## src/rtl/lin_rec_seq_gen_if.sv

```systemverilog
// Output stream bundle for lin_rec_seq_gen.
//   seq        current term
//   seq_valid  seq holds a term offered to the consumer
//   seq_ready  consumer accepts seq when seq_valid & seq_ready
//   idx        count of accepted terms since reset/load
//   ovf        sticky overflow flag (zero when overflow tracking is not built)
// master: generator side, slave: consumer side.
interface lin_rec_seq_gen_if #(
  parameter int unsigned WIDTH = 32,
  parameter int unsigned CNT_W = 16
);
  logic [WIDTH-1:0] seq;
  logic             seq_valid;
  logic             seq_ready;
  logic [CNT_W-1:0] idx;
  logic             ovf;

  modport master (
    output seq,
    output seq_valid,
    output idx,
    output ovf,
    input  seq_ready
  );

  modport slave (
    input  seq,
    input  seq_valid,
    input  idx,
    input  ovf,
    output seq_ready
  );
endinterface

```

## src/rtl/lin_rec_seq_gen.sv

```systemverilog
// Linear-recurrence sequence generator. The next term is the sum of the history terms
// selected by a runtime tap mask; terms leave through a valid/ready stream.
// Ports:
//   clk, reset_n   clock, asynchronous active-low reset
//   start_i        IDLE -> RUN request
//   stop_i         RUN -> IDLE request (wins over start_i)
//   load_i         load seed_i into history, clear idx and ovf (state unchanged)
//   seed_i         DEPTH seeds, slice [i*WIDTH +: WIDTH] -> s[i], s[0] output first
//   taps_i         bit i set adds s[i] into the next term
//   sat_i          0 = wrap modulo 2^WIDTH, 1 = clamp to all-ones
//   seq_if         master side of the output stream (seq, seq_valid, seq_ready, idx, ovf)
// Build option: define SEQGEN_OVF_EN to implement the sticky overflow flag; otherwise
// ovf is tied to zero.
module lin_rec_seq_gen #(
  parameter int unsigned WIDTH = 32,
  parameter int unsigned DEPTH = 3,
  parameter int unsigned CNT_W = 16
) (
  input  logic                   clk,
  input  logic                   reset_n,
  input  logic                   start_i,
  input  logic                   stop_i,
  input  logic                   load_i,
  input  logic [DEPTH*WIDTH-1:0] seed_i,
  input  logic [DEPTH-1:0]       taps_i,
  input  logic                   sat_i,
  lin_rec_seq_gen_if.master      seq_if
);

  // Three guard bits hold the carry of up to eight WIDTH-bit addends.
  localparam int unsigned SumW = WIDTH + 3;

  typedef enum logic [0:0] {StIdle, StRun} state_e;

  state_e           state_q, state_d;
  logic [WIDTH-1:0] hist_q [DEPTH];
  logic [WIDTH-1:0] hist_d [DEPTH];
  logic [CNT_W-1:0] idx_q, idx_d;
  logic [SumW-1:0]  sum;
  logic             over;
  logic [WIDTH-1:0] nxt;
  logic             seq_valid;
  logic             xfer;

  // State register
  always_ff @(posedge clk or negedge reset_n) begin
    if (!reset_n) begin
      state_q <= StIdle;
    end else begin
      state_q <= state_d;
    end
  end

  // Next-state logic; stop has priority over start
  always_comb begin
    state_d = state_q;
    unique case (state_q)
      StIdle:  if (start_i && !stop_i) state_d = StRun;
      StRun:   if (stop_i) state_d = StIdle;
      default: state_d = StIdle;
    endcase
  end

  // Output logic; valid follows the state register so reset drops it asynchronously
  always_comb begin
    seq_valid = (state_q == StRun);
  end

  assign xfer = seq_valid & seq_if.seq_ready;

  // Tapped sum at full precision, then wrap or clamp
  always_comb begin
    sum = '0;
    for (int i = 0; i < int'(DEPTH); i++) begin
      if (taps_i[i]) sum = sum + SumW'(hist_q[i]);
    end
    over = |sum[SumW-1:WIDTH];
    nxt  = (over && sat_i) ? {WIDTH{1'b1}} : sum[WIDTH-1:0];
  end

  // History and index update; a load overrides a coincident transfer
  always_comb begin
    for (int i = 0; i < int'(DEPTH); i++) hist_d[i] = hist_q[i];
    idx_d = idx_q;
    if (load_i) begin
      for (int i = 0; i < int'(DEPTH); i++) hist_d[i] = seed_i[i*WIDTH +: WIDTH];
      idx_d = '0;
    end else if (xfer) begin
      for (int i = 0; i < int'(DEPTH) - 1; i++) hist_d[i] = hist_q[i+1];
      hist_d[DEPTH-1] = nxt;
      idx_d = idx_q + CNT_W'(1);
    end
  end

  always_ff @(posedge clk or negedge reset_n) begin
    if (!reset_n) begin
      for (int i = 0; i < int'(DEPTH); i++) begin
        hist_q[i] <= (i == 0) ? '0 : WIDTH'(1);
      end
      idx_q <= '0;
    end else begin
      for (int i = 0; i < int'(DEPTH); i++) hist_q[i] <= hist_d[i];
      idx_q <= idx_d;
    end
  end

`ifdef SEQGEN_OVF_EN
  logic ovf_q, ovf_d;

  // Overflow is judged on the unclamped sum, so it is flagged in both modes
  always_comb begin
    ovf_d = ovf_q;
    if (load_i) begin
      ovf_d = 1'b0;
    end else if (xfer && over) begin
      ovf_d = 1'b1;
    end
  end

  always_ff @(posedge clk or negedge reset_n) begin
    if (!reset_n) begin
      ovf_q <= 1'b0;
    end else begin
      ovf_q <= ovf_d;
    end
  end

  assign seq_if.ovf = ovf_q;
`else
  assign seq_if.ovf = 1'b0;
`endif

  assign seq_if.seq       = hist_q[0];
  assign seq_if.seq_valid = seq_valid;
  assign seq_if.idx       = idx_q;

endmodule
```

## src/flat_wrapper.sv

```systemverilog
// flat-port wrapper written by rule: the top's interface ports become plain ports
module lin_rec_seq_gen_flat 
#(
  parameter int unsigned WIDTH = 32,
  parameter int unsigned DEPTH = 3,
  parameter int unsigned CNT_W = 16
)
  (clk, reset_n, start_i, stop_i, load_i, seed_i, taps_i, sat_i, seq_if_seq, seq_if_seq_valid, seq_if_idx, seq_if_ovf, seq_if_seq_ready);
  lin_rec_seq_gen_if #(.WIDTH(WIDTH), .CNT_W(CNT_W)) seq_if_i ();
  input  logic clk;
  input  logic reset_n;
  input  logic start_i;
  input  logic stop_i;
  input  logic load_i;
  input  logic [DEPTH*WIDTH-1:0] seed_i;
  input  logic [DEPTH-1:0] taps_i;
  input  logic sat_i;
  output wire logic [$bits(seq_if_i.seq)-1:0] seq_if_seq;
  output wire logic [$bits(seq_if_i.seq_valid)-1:0] seq_if_seq_valid;
  output wire logic [$bits(seq_if_i.idx)-1:0] seq_if_idx;
  output wire logic [$bits(seq_if_i.ovf)-1:0] seq_if_ovf;
  input wire logic [$bits(seq_if_i.seq_ready)-1:0] seq_if_seq_ready;
  assign seq_if_seq = seq_if_i.seq;
  assign seq_if_seq_valid = seq_if_i.seq_valid;
  assign seq_if_idx = seq_if_i.idx;
  assign seq_if_ovf = seq_if_i.ovf;
  assign seq_if_i.seq_ready = seq_if_seq_ready;
  lin_rec_seq_gen #(.WIDTH(WIDTH), .DEPTH(DEPTH), .CNT_W(CNT_W)) u_core (.clk(clk), .reset_n(reset_n), .start_i(start_i), .stop_i(stop_i), .load_i(load_i), .seed_i(seed_i), .taps_i(taps_i), .sat_i(sat_i), .seq_if(seq_if_i));
endmodule
```

## config.mk

```make
export PLATFORM = sky130hd
export DESIGN_NAME = lin_rec_seq_gen_flat
export DESIGN_NICKNAME = d
export VERILOG_FILES = /design/src/rtl/lin_rec_seq_gen_if.sv /design/src/rtl/lin_rec_seq_gen.sv /design/src/flat_wrapper.sv
export SDC_FILE = /design/constraint.sdc
export NUM_CORES = 1
export LEC_CHECK = 0
export CORE_ASPECT_RATIO = 2
export CORE_UTILIZATION = 49
export CTS_CLUSTER_DIAMETER = 100
export DETAILED_ROUTE_END_ITERATION = 12
export PLACE_DENSITY = 0.74
export SLEW_MARGIN = 25
export SYNTH_ARGS = -nofsm -noshare
export SYNTH_HDL_FRONTEND = slang
export SYNTH_SLANG_ARGS = --single-unit
```

## constraint.sdc

```tcl
create_clock -name clk -period 7.9 [get_ports clk]
set_clock_uncertainty 0.2 [all_clocks]
set_input_delay 2.37 -clock clk [delete_from_list [all_inputs] [get_ports clk]]
set_output_delay 2.37 -clock clk [all_outputs]
set_load 0.005 [all_outputs]
```

# ---- Word-level counts from Yosys, hierarchy flattened
# Cells that the tools add are included.
dict set report totals {
  reg_bits 113
  inputBits 106
  out_inout_bits 50
  elab_cells 26
}
dict set report classes {
  n_reduce_logical 5
  n_bitwise 2
  n_mux 11
  add_sub_neg 3
}
# op count
set op_table {}
lappend op_table {{$mux 96} 2}
lappend op_table {{$add 35x32->35} 2}
lappend op_table {{$mux 35} 2}
lappend op_table {{$mux 32} 2}
lappend op_table {{$mux 16} 2}
lappend op_table {{$add 16x1->16 const B} 1}
lappend op_table {{$reduce_or 3->1} 1}
lappend op_table {{$logic_and 1x1->1} 2}
lappend op_table {{$mux 1} 2}
lappend op_table {{$pmux 1 s2} 1}
lappend op_table {{$reduce_bool 2->1} 1}
lappend op_table {{$and 1x1->1} 1}
lappend op_table {{$logic_not 1->1} 1}
lappend op_table {{$not 1->1} 1}

# ---- Depth between registers and ports, before layout
# Gate-level depths: netlist of the first run.
dict set report depth {
  ltp_word 10
  mapped_depth 28
  depth_no_buf 24
}

# ---- Worst setup path before layout of the first run
# OpenSTA, ideal clock, no wires.
dict set report synth_timing {
  path_kind {input port to flip-flop}
  from {input port taps_i[0]}
  to {register u_core.hist_q[15] in the netlist's numbering}
  t_arrival_ns 8.086
  path_stages 28
  setup_ns 0.135
  path_buffers 4
  t_required_ns 7.565
  path_slack_ns -0.520
  cell_sequence {buf_2 > clkbuf_1 > clkbuf_1 > nand2_1 > inv_1 > ha_1 > a21oi_1 > nand3_1 > a221oi_2 > o21ai_2 > a31o_4 > a2111oi_4 > o31ai_2 > a21oi_1 > xnor2_1 > a22o_1 > ha_1 > a21oi_1 > o21ai_0 > nor3b_1 > or4b_2 > o211ai_1 > nand3_1 > o31ai_1 > o21ai_2 > buf_2 > a211oi_1 > o31ai_1}
}
dict set report synth_between {
  elab_chain_cells 10
}
# item line_no
set synth_lines {}
lappend synth_lines {{start: declaration} flat_wrapper.sv:16} ;# input logic [DEPTH-1:0] taps_i;
lappend synth_lines {{$mux 32 *} lin_rec_seq_gen.sv:75} ;# if (taps_i[i]) sum = sum + SumW'(hist_q[i]);
lappend synth_lines {{$add 35x32->35} lin_rec_seq_gen.sv:75}
lappend synth_lines {{$mux 35 *} lin_rec_seq_gen.sv:75}
lappend synth_lines {{$add 35x32->35} lin_rec_seq_gen.sv:75}
lappend synth_lines {{$mux 35 *} lin_rec_seq_gen.sv:75}
lappend synth_lines {{$reduce_or 3->1} lin_rec_seq_gen.sv:77} ;# over = |sum[SumW-1:WIDTH];
lappend synth_lines {{$logic_and 1x1->1} lin_rec_seq_gen.sv:78} ;# nxt = (over && sat_i) ? {WIDTH{1'b1}} : sum[WIDTH-1:0];
lappend synth_lines {{$mux 32 *} lin_rec_seq_gen.sv:78}
lappend synth_lines {{$mux 96 *} lin_rec_seq_gen.sv:88} ;# end else if (xfer) begin
lappend synth_lines {{$mux 96 *} lin_rec_seq_gen.sv:85} ;# if (load_i) begin
lappend synth_lines {{end signal: indexed assignment} lin_rec_seq_gen.sv:98} ;# hist_q[i] <= (i == 0) ? '0 : WIDTH'(1);
lappend synth_lines {{end: declaration} lin_rec_seq_gen.sv:36} ;# logic [WIDTH-1:0] hist_q [DEPTH];
# Mark *: on every way between the ends. The rest lies on a longest branch, timed or not. The select of a mux whose other input is x is not followed.
# A chain may end at the register's enable or synchronous reset.

# ---- Final worst setup path of the first run
dict set report layout_timing {
  from {input port taps_i[0]}
  to {register u_core.hist_q[27] in the netlist's numbering}
}
# Same word-level chain as after synthesis.

==> results.md, run 1 <==
- M1 GR Usage: 0.319
- Status: finished clean
- Crit share post-route: 0.964
- Met3 GRT Util: 0.0420
- Setup ws final: about 0.29 ns
- YS warnings: 0
- Final min period: about 7.6 ns
- Max clock buf depth: 2
- Count of cell types in the netlist: 76
- Die W: between 100 and 150 µm
- Port bufs: approximately 150
- Routed wire length per instance: between 15 and 20 µm
- CP arrival: 7.70 ns
- Pwr per Cell Area: 197 nW/µm²
- Final net count: between 1,500 and 2,000
- Antenna Cells: 0
- Core area: 19,800 µm²
- Post-route DRC: 0
- Power Internal: about 1700 µW
- Vias per inst: ~5.8
- CP top delay family: compound AO/OA/AOI/OAI gates
- H-tree depth: 4
- Cells after Synth: around 1,200
- Gp weighted congestion: about 0.97
- Peak supply drop: 0.124 mV
- Top_reg_cell synth: dfrtp_1
- Post-synth EDFFs: 0
- Post-Place Setup Slack: -0.794 ns
- DP HPWL: 24.2 mm
- Largest net degree at the start of global routing: 92
- Num rows: 73
- WS Path Type: in -> reg
- Fin Setup TNS: 0 ns
- Switching part of the total: 0.371
- Nature of the critical path startpoint: primary input
- Initial Utilization: 0.499
- Initial DRC Count: ~490
- Die footprint: 20,800 µm²
- Cell mode on critical path: ha_1
- Initial antenna violation count: 0
- WP buf/inv: 2
- Maximum fanout along the worst path: 9
- Synth cell count leaders: 168 x nand2_1, 115 x o21ai_0, 111 x dfrtp_1
- Met2 GRT Util: 0.580
- Final core occ: 0.672
- Avg Cell Area, Syn: approximately 8.0 µm²
- Hold_buf cts: 0
- Leak: between 0.006 and 0.007 µW
- Area leader, netlist: dfrtp_1
- Layout area overhead: 34.6%
- Hold Path Class: reg -> reg
- Logic pwr share: 0.438
- Rel. slew slack: 0.331
- #FFs+latches synth: approximately 110
- Crit path required time: ~8 ns
- Top-count cell post-synth: nand2_1
- # clock sinks: 113
- Seq/Total Area, Yosys: 0.286
- Slew Limit Fails: 0
- FMAX: roughly 130 MHz
- RSZ-0062 raised after global routing: no
- Net Switching: ~970 µW
- Final hold slack: between 0.3 and 0.4 ns
- Post-Syn Nets: ~1,400
- Vias in the first global route: around 11,000
- Top-area cell type share of the netlist area: 0.281
- Routed WL: 32.0 mm
- Crit path cell chain: buf_2, and2_1, ha_1, fa_2, maj3_1, a32o_1, a211oi_2, a221o_1, a311oi_1, xor2_1, mux2_2, ha_1, and3_1, nand2_1, a21oi_1, or4b_4, o211ai_1, nand3_1, o31ai_2, o21ai_4, buf_6, nor4_2, o31ai_1
- Final Setup Violations: 0
- Max-cap violations: 0
- I/O pin count: 156
- Least-Margin Pin Slew: about 1.0 ns
- Flop pwr share: 0.268
- First drt pass iteration count: 5
- Reg clk slew, reported paths: roughly 0.070 ns
- Clk_lat worst skew: ~0.44 ns
- Final hold vios: 0
- GR Overflow Total: 0
- Gr busiest metal: met2
- Layout cells sized above 1: 0.178
- Worst path max stage delay: between 0.5 and 0.6 ns
- PnR Total Power: around 2600 µW
- CTS tree: yes
- Chip Height: roughly 200 µm
- Total GRT Usage: 0.321
- Top cells by area, synth: dfrtp_1 28%, ha_1 7.7%, mux2i_1 7.5%
- Vias post-DR: 10,200
- Total CTS buffers: 17
- Final antenna-violating net count: 0
- CTS root buffer: clkbuf_16
- Share of synthesized registers carrying an async set or reset: 1.00
- Global-route wire length before repair: between 50 and 60 mm
- Clk network pwr share: 0.293
- CP max-delay cell: or4b_4
- Mapped Area: about 10000 µm²
- Crit end category: register
[flip-flops by register name (all words and copies together), names as in the netlist]
| signal | count |
|---|---|
| u_core.hist_q | 64 |
| u_core.seq_if.idx | 16 |
| u_core.seq_if.seq | 32 |
| u_core.seq_if.seq_valid | 1 |
[cells by family (layout without fill, tap and decap cells)]
| family | count (synthesis) | count (layout) | share of synthesized area |
|---|---|---|---|
| simple gates | 399 | 399 | 0.180 |
| other cells | 1 | 1 | 0.000379 |
| fa+ha+maj | 68 | 68 | 0.0863 |
| compound gates | 359 | 359 | 0.233 |
| mux | 85 | 85 | 0.0874 |
| flops | 113 | 113 | 0.286 |
| buf+inv | 139 | 409 | 0.0665 |
| xor+xnor | 68 | 68 | 0.0602 |
[cells in the final DEF, fill, tap and decap left out, types with 11 or more instances in the layout]
cell type        count
buf_4              180
nand2_1            167
clkdlybuf4s50_1    150
o21ai_0            113
dfrtp_1            111
nor2_1              98
a21oi_1             82
mux2i_1             74
ha_1                59
inv_1               39
xnor2_1             35
xor2_1              33
nand3_1             29
and2_1              25
nor3_1              24
a21o_1              20
a211oi_1            18
o31ai_1             18
clkbuf_16           17
a31oi_1             15
mux2_2              11
[power by group through the flow]
stage	combinational (µW)	sequential, µW	clock [µW]
after global routing	1260	711	812
after floorplan	692	682	0
after global placement	1100	713	0
final	1150	705	771
after CTS	1130	703	779
after detailed placement	1120	713	0
[worst paths after layout]
path | cells past startpoint | from | slack [ns] | endpoint
max reg2reg | 22 | u_core.seq_if.seq[0] | 1.91 | u_core.hist_q[27]
min | 2 | u_core.seq_if.seq_valid | 0.36 | u_core.seq_if.seq_valid
max in group asynchronous | 2 | reset_n | 4.37 | u_core.hist_q[48]
min in group asynchronous | 1 | reset_n | 1.79 | u_core.seq_if.idx[9]
max | 23 | taps_i[0] | 0.29 | u_core.hist_q[27]
min reg2reg | 2 | u_core.seq_if.seq_valid | 0.36 | u_core.seq_if.seq_valid
[area by class of cell]
type	instances	area (µm²)
clock buffers	17	425
clock inverters	15	149
fillers	1669	6500
inverters	40	150
multi-input cells	980	6520
flip-flops and latches	113	2830
well taps	262	328
repair buffers	337	2920
[tightest hold or removal path, delay by kind of cell, from the launching register on]
| family | cells | cell delay [ns] |
|---|---|---|
| DFF | 1 | 0.39 |
| and+or+nand+nor | 2 | 0.13 |
[per-layer routing]
metal | up-vias | wire length, µm
met5 | - | 0
met4 | 0 | 2530
met1 | 4808 | 11100
li1 | 4888 | -
met3 | 154 | 1170
met2 | 356 | 17200
[metrics by stage]
| stage | cell area [µm²] | std cells |
|---|---|---|
| after global routing | 13300 | 1764 |
| after global placement | 12700 | 1729 |
| after CTS | 13200 | 1761 |
| final | 13300 | 1764 |
| after floorplan | 9970 | 1232 |
| after detailed placement | 12700 | 1729 |
[timing repair]
| item | 4_1_cts | 5_1_grt |
|---|---|---|
| setup buffers | 0 | 3 |
| pin swaps | 1 | 9 |
| gates resized for setup | 3 | 21 |
| endpoints found under the setup margin | 32 | 32 |
Note: power is estimated with default switching activity, not from simulation.
==> inputs of run 2 (changes only) <==
--- a/config.mk
+++ b/config.mk
@@ -9,7 +9,7 @@
 export CORE_UTILIZATION = 49
 export CTS_CLUSTER_DIAMETER = 100
 export DETAILED_ROUTE_END_ITERATION = 12
-export PLACE_DENSITY = 0.74
+export PLACE_DENSITY = 0.77
 export SLEW_MARGIN = 25
 export SYNTH_ARGS = -nofsm -noshare
 export SYNTH_HDL_FRONTEND = slang
==> results.md, run 2 (same netlist as run 1, synthesis figures left out) <==
- Die W: about 100 µm
- Nature of the critical path startpoint: primary input
- Post-Place Setup Slack: -0.758 ns
- Final hold vios: 0
- Clk_lat worst skew: approximately 0.44 ns
- CTS tree: yes
- Vias post-DR: 10,300
- FMAX: 129 MHz
- Max clock buf depth: 2
- PnR Total Power: about 2600 µW
- Least-Margin Pin Slew: 1.03 ns
- Layout area overhead: 35.5%
- Placed cell area: approximately 13,000 µm²
- Layout cells sized above 1: 0.183
- Worst R2R Path Depth: 25
- Most frequent cells in the layout: 191 x buf_4, 167 x nand2_1, 150 x clkdlybuf4s50_1
- Vias per inst: 5.78
- Antenna Cells: 0
- Final net count: 1,667
- Final min period: about 7.7 ns
- Slew Limit Fails: 0
- First drt pass iteration count: 5
- GR Overflow Total: 0
- Largest register by flop count: u_core.hist_q
- Routed wire length per instance: approximately 18 µm
- Crit end category: register
- Initial DRC Count: ~550
- Rel. slew slack: 0.313
- Initial antenna violation count: 0
- Total CTS buffers: 17
- R2R Setup Slk: between 1.5 and 2 ns
- Status: finished clean
- Final Cell Area: about 13,000 µm²
- CP arrival: 7.86 ns
- Max reg flops: 64
- CTS root buffer: clkbuf_16
- Fin Setup TNS: 0 ns
- # clock sinks: approximately 110
- Reg clk slew, reported paths: roughly 0.060 ns
- Initial Utilization: 0.499
- Crit path to: u_core.hist_q[13]
- Crit share post-route: 0.980
- Total GRT Usage: 0.321
- Chip Height: between 200 and 250 µm
- Die footprint: 20,800 µm²
- Max-cap violations: 0
- Hold_buf cts: 0
- Crit Reg-Reg Endpoint: u_core.hist_q[13]
- Peak supply drop: approximately 0.25 mV
- Leak: 0.00623 µW
- Crit path required time: approximately 8 ns
- Critical Path Start: taps_i[0]
- Placed cells: between 1,500 and 2,000
- Num rows: between 70 and 80
- FF-to-FF Start: u_core.seq_if.seq[0]
- Hold Path Class: reg -> reg
- I/O pin count: roughly 160
- Pwr per Cell Area: around 200 nW/µm²
- WS Path Type: in -> reg
- Port bufs: ~150
- Maximum fanout along the worst path: 8
- Most common cell after layout, fill and taps aside: buf_4
- Setup ws final: around 0.16 ns
- Global-route wire length before repair: roughly 50 mm
- Final antenna-violating net count: 0
- Final Non-Filler Cells: between 1,500 and 2,000
- Largest net degree at the start of global routing: 136
- H-tree depth: 4
- RSZ-0062 raised after global routing: yes
- DP HPWL: 24.2 mm
- Post-route DRC: 0
- Routed WL: 32.1 mm
- Core area: ~20,000 µm²
- Vias in the first global route: roughly 10,000
- Final Setup Violations: 0
- Gp weighted congestion: ~0.96
[run 2: cell count changes in the layout (fill, tap and decap cells not counted), moves of 2 or more]
| cell | delta |
|---|---|
| inv_6 | -5 |
| buf_12 | +2 |
| a211oi_2 | -2 |
| a2111oi_0 | +2 |
| buf_6 | -4 |
| clkinv_4 | +2 |
| buf_4 | +11 |
| clkinvlp_4 | +2 |
[run 2: layout make-up]
class / instances / area [µm²]
Clock buffer: 17 / 425
Tap cell: 262 / 328
Clock inverter: 15 / 161
Sequential cell: 113 / 2830
Fill cell: 1681 / 6410
Timing Repair Buffer: 346 / 3000
Inverter: 40 / 150
Multi-Input combinational cell: 980 / 6510
[run 2: worst max-delay path, cell delays in order]
cell	delay [ns]
clkdlybuf4s15_2	0.25
and2_1	0.19
ha_1	0.22
fa_2	0.35
maj3_1	0.38
a32o_1	0.32
a221o_1	0.32
a311oi_2	0.31
buf_4	0.18
xnor2_1	0.11
nand2_1	0.08
xnor2_1	0.17
ha_1	0.37
buf_4	0.14
nand4_1	0.10
a21oi_1	0.12
o21ai_0	0.20
a211oi_1	0.30
buf_4	0.18
o211ai_1	0.10
a21oi_1	0.15
o211a_1	0.18
o21ai_2	0.09
buf_4	0.22
a211o_1	0.27
a22o_1	0.17
[run 2: how the worst min path moves through the flow]
stage	start	to	slack, ns	depth (start not counted)
floorplan	u_core.seq_if.seq_valid	u_core.seq_if.seq_valid	0.32	2
global placement	u_core.seq_if.idx[15]	u_core.seq_if.idx[15]	0.33	2
detailed placement	u_core.seq_if.idx[15]	u_core.seq_if.idx[15]	0.33	2
CTS	u_core.seq_if.idx[15]	u_core.seq_if.idx[15]	0.35	2
global route	u_core.seq_if.idx[9]	u_core.seq_if.idx[9]	0.39	2
finish	u_core.seq_if.idx[15]	u_core.seq_if.idx[15]	0.35	2
[run 2: through the flow]
stage	hold WS (ns)	utilization
2_1_floorplan	0.320	-
3_3_place_gp	0.327	0.644
3_5_place_dp	0.329	0.644
4_1_cts	0.351	0.674
5_1_grt	0.389	0.677
6_report	0.353	0.677
[run 2: what timing repair did]
item                                    CTS  global route
pin swaps                                 2             4
gates resized for setup                   4            10
endpoints found under the setup margin   32            32
endpoints found under the hold margin     0             0
setup buffers                             1             1
[run 2: power by group]
group / total, µW / internal, µW / switching [µW] / leakage (µW)
Combinational: 1170 / 586 / 580 / 0.00456
Clock: 770 / 465 / 305 / 0.000276
Sequential: 705 / 635 / 70.2 / 0.00139
[run 2: metal layers]
| metal | vias to the layer above | part of all wire | track usage |
|---|---|---|---|
| li1 | 4910 | - | - |
| met1 | 4837 | 0.35 | 0.311 |
| met2 | 354 | 0.54 | 0.581 |
| met3 | 155 | 0.038 | 0.0558 |
| met4 | 0 | 0.079 | 0.242 |
| met5 | - | 0 | 0 |
==> inputs of run 3 (changes only) <==
--- a/config.mk
+++ b/config.mk
@@ -9,6 +9,7 @@
 export CORE_UTILIZATION = 49
 export CTS_CLUSTER_DIAMETER = 100
 export DETAILED_ROUTE_END_ITERATION = 12
+export HOLD_SLACK_MARGIN = 0.15
 export PLACE_DENSITY = 0.77
 export SLEW_MARGIN = 25
 export SYNTH_ARGS = -nofsm -noshare
==> results of run 3 <==
Same layout as run 2: the final DEF is identical, and so are final timing and power.
